<file path="src/rtl/pwm_ctrl_pkg.sv">
// Shared constants, command field layout, filter FSM states and the duty slew helper
// for the PWM ramp controller.
package pwm_ctrl_pkg;

  localparam int NUM_CH  = 4;
  localparam int DUTY_W  = 6;
  localparam int CNT_MAX = 62;

  localparam int CH_MSB   = 7;
  localparam int CH_LSB   = 6;
  localparam int DUTY_MSB = 5;
  localparam int DUTY_LSB = 0;

  typedef enum logic [1:0] {
    IDLE   = 2'd0,
    ARM    = 2'd1,
    ACCEPT = 2'd2
  } cmd_state_t;

  // The difference is taken before the min, so the result never passes the target.
  function automatic logic [DUTY_W-1:0] ramp_next(input logic [DUTY_W-1:0] duty,
                                                  input logic [DUTY_W-1:0] target,
                                                  input logic [DUTY_W-1:0] step);
    logic [DUTY_W-1:0] diff;
    diff      = '0;
    ramp_next = duty;
    if (duty < target) begin
      diff      = target - duty;
      ramp_next = duty + ((diff < step) ? diff : step);
    end else if (duty > target) begin
      diff      = duty - target;
      ramp_next = duty - ((diff < step) ? diff : step);
    end
  endfunction

endpackage

</file>
<file path="src/rtl/pwm_channel.sv">
// One PWM channel: target register, duty slew at period wrap, registered compare output.
// PWM_SOFT_RAMP_EN selects slew-limited ramping; otherwise duty jumps to target at wrap.
module pwm_channel
  import pwm_ctrl_pkg::*;
#(
  parameter int RAMP_STEP = 8
) (
  input  logic              clk_clk,
  input  logic              reset_reset_n,
  input  logic              i_wr_en,
  input  logic [DUTY_W-1:0] i_wr_duty,
  input  logic              i_wrap,
  input  logic [DUTY_W-1:0] i_cnt,
  output logic              o_pwm,
  output logic              o_at_target
);

`ifdef PWM_SOFT_RAMP_EN
  localparam logic [DUTY_W-1:0] STEP = DUTY_W'(RAMP_STEP);
`else
  // A full-scale step lands on the target in a single update.
  localparam logic [DUTY_W-1:0] STEP = DUTY_W'(RAMP_STEP) | {DUTY_W{1'b1}};
`endif

  logic [DUTY_W-1:0] r_target;
  logic [DUTY_W-1:0] r_duty;
  logic              r_pwm;

  // Ramp reads the pre-write target when a command lands on the wrap cycle.
  always_ff @(posedge clk_clk) begin
    if (!reset_reset_n) begin
      r_target <= '0;
      r_duty   <= '0;
      r_pwm    <= 1'b0;
    end else begin
      if (i_wrap) r_duty <= ramp_next(r_duty, r_target, STEP);
      if (i_wr_en) r_target <= i_wr_duty;
      r_pwm <= (i_cnt < r_duty);
    end
  end

  assign o_pwm       = r_pwm;
  assign o_at_target = (r_duty == r_target);

endmodule

</file>
<file path="src/rtl/pwm_ramp_controller.sv">
// HPS PIO command decoder with glitch filter, PWM tick/period timebase and four ramped
// PWM channels. Optional slew limiting is enabled by defining PWM_SOFT_RAMP_EN.
module pwm_ramp_controller
  import pwm_ctrl_pkg::*;
#(
  parameter int PRESCALE  = 4,
  parameter int RAMP_STEP = 8
) (
  input  logic              clk_clk,
  input  logic              reset_reset_n,
  input  logic [7:0]        cmd_in,
  output logic [NUM_CH-1:0] pwm_out,
  output logic              cmd_ack,
  output logic [NUM_CH-1:0] at_target,
  output logic              busy
);

  localparam int PRE_W = (PRESCALE > 1) ? $clog2(PRESCALE) : 1;
  localparam logic [PRE_W-1:0] PRE_LAST = PRE_W'(PRESCALE - 1);

  logic [PRE_W-1:0]  r_pre;
  logic [DUTY_W-1:0] r_cnt;
  logic              w_tick;
  logic              w_wrap;

  cmd_state_t        r_state;
  logic [7:0]        r_cand;
  logic [7:0]        r_last_cmd;
  logic              r_cmd_ack;
  logic              w_accept;

  logic [NUM_CH-1:0] w_wr_en;
  logic [NUM_CH-1:0] w_pwm;
  logic [NUM_CH-1:0] w_at_target;

  assign w_tick = (r_pre == PRE_LAST);
  assign w_wrap = w_tick && (r_cnt == DUTY_W'(CNT_MAX));

  always_ff @(posedge clk_clk) begin
    if (!reset_reset_n) begin
      r_pre <= '0;
      r_cnt <= '0;
    end else begin
      r_pre <= w_tick ? '0 : r_pre + 1'b1;
      if (w_tick) r_cnt <= (r_cnt == DUTY_W'(CNT_MAX)) ? '0 : r_cnt + 1'b1;
    end
  end

  // A byte must be seen on two consecutive samples and differ from the last accepted one.
  always_ff @(posedge clk_clk) begin
    if (!reset_reset_n) begin
      r_state    <= IDLE;
      r_cand     <= '0;
      r_last_cmd <= '0;
      r_cmd_ack  <= 1'b0;
    end else begin
      r_cmd_ack <= 1'b0;
      case (r_state)
        IDLE: begin
          if (cmd_in != r_last_cmd) begin
            r_cand  <= cmd_in;
            r_state <= ARM;
          end
        end
        ARM: begin
          if (cmd_in == r_cand) begin
            r_state   <= ACCEPT;
            r_cmd_ack <= 1'b1;
          end else begin
            r_state <= IDLE;
          end
        end
        ACCEPT: begin
          r_last_cmd <= r_cand;
          r_state    <= IDLE;
        end
        default: r_state <= IDLE;
      endcase
    end
  end

  assign w_accept = (r_state == ACCEPT);

  for (genvar g = 0; g < NUM_CH; g++) begin : g_ch
    assign w_wr_en[g] = w_accept && (r_cand[CH_MSB:CH_LSB] == 2'(g));

    pwm_channel #(
      .RAMP_STEP(RAMP_STEP)
    ) u_ch (
      .clk_clk      (clk_clk),
      .reset_reset_n(reset_reset_n),
      .i_wr_en      (w_wr_en[g]),
      .i_wr_duty    (r_cand[DUTY_MSB:DUTY_LSB]),
      .i_wrap       (w_wrap),
      .i_cnt        (r_cnt),
      .o_pwm        (w_pwm[g]),
      .o_at_target  (w_at_target[g])
    );
  end

  assign pwm_out   = w_pwm;
  assign cmd_ack   = r_cmd_ack;
  assign at_target = w_at_target;
  assign busy      = |(~w_at_target);

endmodule

</file>
<file path="config.mk">
export PLATFORM = sky130hd
export DESIGN_NAME = pwm_ramp_controller
export DESIGN_NICKNAME = d
export VERILOG_FILES = /design/src/rtl/pwm_ctrl_pkg.sv /design/src/rtl/pwm_channel.sv /design/src/rtl/pwm_ramp_controller.sv
export SDC_FILE = /design/constraint.sdc
export NUM_CORES = 1
export LEC_CHECK = 0
export BUFFER_PORTS_ARGS = -buffer_cell sky130_fd_sc_hd__buf_2
export CORE_ASPECT_RATIO = 0.5
export CORE_UTILIZATION = 40
export DETAILED_ROUTE_END_ITERATION = 7
export GPL_TIMING_DRIVEN = 0
export PLACE_DENSITY = 0.64
export SYNTH_ARGS = -nofsm -noshare
export SYNTH_HDL_FRONTEND = slang
export SYNTH_SLANG_ARGS = --single-unit
</file>
<file path="constraint.sdc">
create_clock -name clk_clk -period 5.45 [get_ports clk_clk]
set_clock_uncertainty 0.2 [all_clocks]
set_input_delay 0.2725 -clock clk_clk [delete_from_list [all_inputs] [get_ports clk_clk]]
set_output_delay 0.2725 -clock clk_clk [all_outputs]
set_load 0.01 [all_outputs]
</file>
==> out/summary.txt <==
DIE AREA = 17700 µm²
total track usage = 19.0%
max capacitance violation total = 0
leakage = 0.00301 µW
HPWL after detailed placement = 12400 µm
Gate Count Post-Synth = 829
share of post-route cells with drive strength above 1 = 7.52%
htree depth = 3
area post-placement = 7230 µm²
top cell type by total area after synthesis = dfxtp_1
EDFF count, synth = 0
post-cts sizing count = 0
vias per inst = 5.21
Max FO, Critical Path = 9
WHS Endpoint = r_cand[7]
Setup Fix Bufs, Post-CTS = 0
status = complete, no violations
clk root buf = clkbuf_16
Slew Limit Headroom = 26.3%
Clock transition at path regs = 0.06 ns
Post-CTS Hold Buffers = 0
post-route cell area = 7560 µm²
Vias = 5679
sequential area share after synthesis = 23.1%
minimum clock period = 4.91 ns
Post-Route WL = 15900 µm
area grow syn2layout = 10.3%
Netlist cell types = 55
post-route setup TNS = 0 ns
drt first pass iters = 4
core area = 16600 µm²
Worst-Skew Late Latency = 0.34 ns
Setup crit end kind = flip-flop
synth cell count leaders = ha_1, nor2_1, inv_1
Hold Path Class = in -> reg
Worst Path Class, Setup = reg -> reg
Reg2Reg Capture Point = g_ch[2].u_ch.r_duty[5]
largest net degree at the start of global routing = 16
synth warn = 0
chip height = 94.6 µm
RSZ-0062 raised after global routing = no
Reg2Reg Depth = 16
CTS tree = yes
clock sinks = 79
first-pass GRT wire length = 26700 µm
Synth async-reset ratio = 0%
Power, Total = 1320 µW
dominant synthesized flop cell = dfxtp_1
Filler cells = 1631
Crit path arrival time = 4.92 ns
flop2flop setup slack = 0.54 ns
IO Port Bufs = 19
VDD IR max = 0.154 mV
Synth Cell Area = 6860 µm²
Die Wd = 187 µm
Yosys reg bits = 79
Synth top area share = 23.1%
row count = 33
post-route DRC violation count = 0
register area = 1580 µm²
area of the multi-input gates = 4730 µm²
IO Pins = 20
Initial Util = 41.4%
Max Root-Sink Buffers = 2
Slew Viols, Final = 0
Placer Congestion = 0.841
mean post-synth cell area = 8.27 µm²
global route total overflow = 0
period utilization = 90.0%
Max Freq = 204 MHz
final hold violation count = 0
main area contributors after synthesis = dfxtp_1, ha_1, xnor2_1
Critical Path RT = 5.46 ns
initial antenna violation count = 0
Slew @ Worst Pin = 1.10 ns
reg2reg start = g_ch[2].u_ch.r_duty[0]
Routed WL per cell = 14.6 µm
CTS Buf Count = 9
Antenna Cells = 0
worst hold path depth = 3
hold_sp = cmd_in[7]
Final #Nets = 972
post-route ant nets = 0
CP startpoint kind = flip-flop
most instantiated library cell after synthesis = ha_1
initial DRC count = 246
pwr dens = 175 nW/µm²
vias in the first global route = 5317
Finish-stage setup viols = 0
syn_nets = 942
[per-stage QoR]
step           util [%]  std cells  worst slack, ns  hold WS [ns]
3_3_place_gp       43.7       1075            0.762         0.212
3_5_place_dp       43.7       1075            0.604         0.228
6_report           45.7       1091            0.543        0.0309
5_1_grt            45.7       1091            0.216        0.0519
4_1_cts            45.7       1091            0.581        0.0270
2_1_floorplan         -        829             1.18         0.204
[worst max path at each step]
| stage | start | endpoint |
|---|---|---|
| after floorplan | g_ch[2].u_ch.r_duty[0] | g_ch[2].u_ch.r_duty[5] |
| after global placement | g_ch[1].u_ch.r_duty[0] | g_ch[1].u_ch.r_duty[5] |
| after detailed placement | g_ch[2].u_ch.r_duty[0] | g_ch[2].u_ch.r_duty[5] |
| after CTS | g_ch[2].u_ch.r_duty[0] | g_ch[2].u_ch.r_duty[5] |
| after global routing | g_ch[2].u_ch.r_duty[0] | g_ch[2].u_ch.r_duty[5] |
| final | g_ch[2].u_ch.r_duty[0] | g_ch[2].u_ch.r_duty[5] |
[layer usage]
| metal | track usage [%] | wire length, µm | up-vias |
|---|---|---|---|
| li1 | - | - | 2922 |
| met1 | 25.2 | 7940 | 2683 |
| met2 | 32.7 | 7320 | 59 |
| met3 | 2.75 | 539 | 15 |
| met4 | 4.44 | 152 | 0 |
| met5 | 0 | 0 | - |
[cells in the final DEF (no fill, tap or decap), types with 24 or more instances in the layout]
| master | synthesis | final |
|---|---|---|
| o21ai_0 | 24 | 24 |
| clkbuf_1 | 33 | 33 |
| a211oi_1 | 31 | 31 |
| ha_1 | 91 | 91 |
| nand2_1 | 53 | 53 |
| a21oi_1 | 46 | 46 |
| mux2i_1 | 41 | 41 |
| dfxtp_1 | 79 | 79 |
| inv_1 | 81 | 81 |
| xnor2_1 | 47 | 47 |
| a21o_1 | 34 | 34 |
| nor2_1 | 84 | 84 |
[kinds of logic after synthesis]
logic type | count (synthesis) | share of synthesized area [%]
XOR/XNOR | 66 | 8.43
AO/OA/AOI/OAI | 191 | 19.2
adder cells (fa/ha/maj) | 103 | 20.1
AND/OR/NAND/NOR | 214 | 14.9
flip-flops | 79 | 23.1
multiplexers | 43 | 6.31
buffers and inverters | 133 | 7.94
[state kept, by name (all words and copies together) (netlist names)]
name / flops
g_ch.u_ch.r_target: 24
cmd_ack: 1
g_ch.u_ch.r_duty: 24
r_pre: 2
r_state: 2
g_ch.u_ch.o_pwm: 4
r_last_cmd: 8
r_cand: 8
r_cnt: 6
[power breakdown]
group          leakage (µW)  total (µW)  switching (µW)  internal, µW
Sequential         0.000639         589            4.02           585
Clock              0.000154         669             262           407
Combinational       0.00222        66.4            43.6          22.8
[cell type report]
class,count,share of cell area (%)
multi-input cells,617,62.5
well taps,227,3.76
clock inverters,7,1.37
flip-flops and latches,79,20.9
repair buffers,19,1.26
inverters,87,4.32
clock buffers,9,2.98
plain buffers,46,2.88
[worst max-delay path: stages, from the launching register on]
cell       delay (ns)
dfxtp_1          0.35
inv_1            0.10
ha_1             0.17
inv_1            0.07
fa_1             0.42
a211oi_1         0.36
o21bai_2         0.14
a21oi_2          0.42
mux2i_1          0.28
xor2_1           0.19
ha_1             0.31
o21ai_0          0.25
a2111oi_0        0.11
a311oi_1         0.52
nor2_1           0.14
mux2_1           0.31
or4_1            0.46
(Power assumes the default switching activity.)
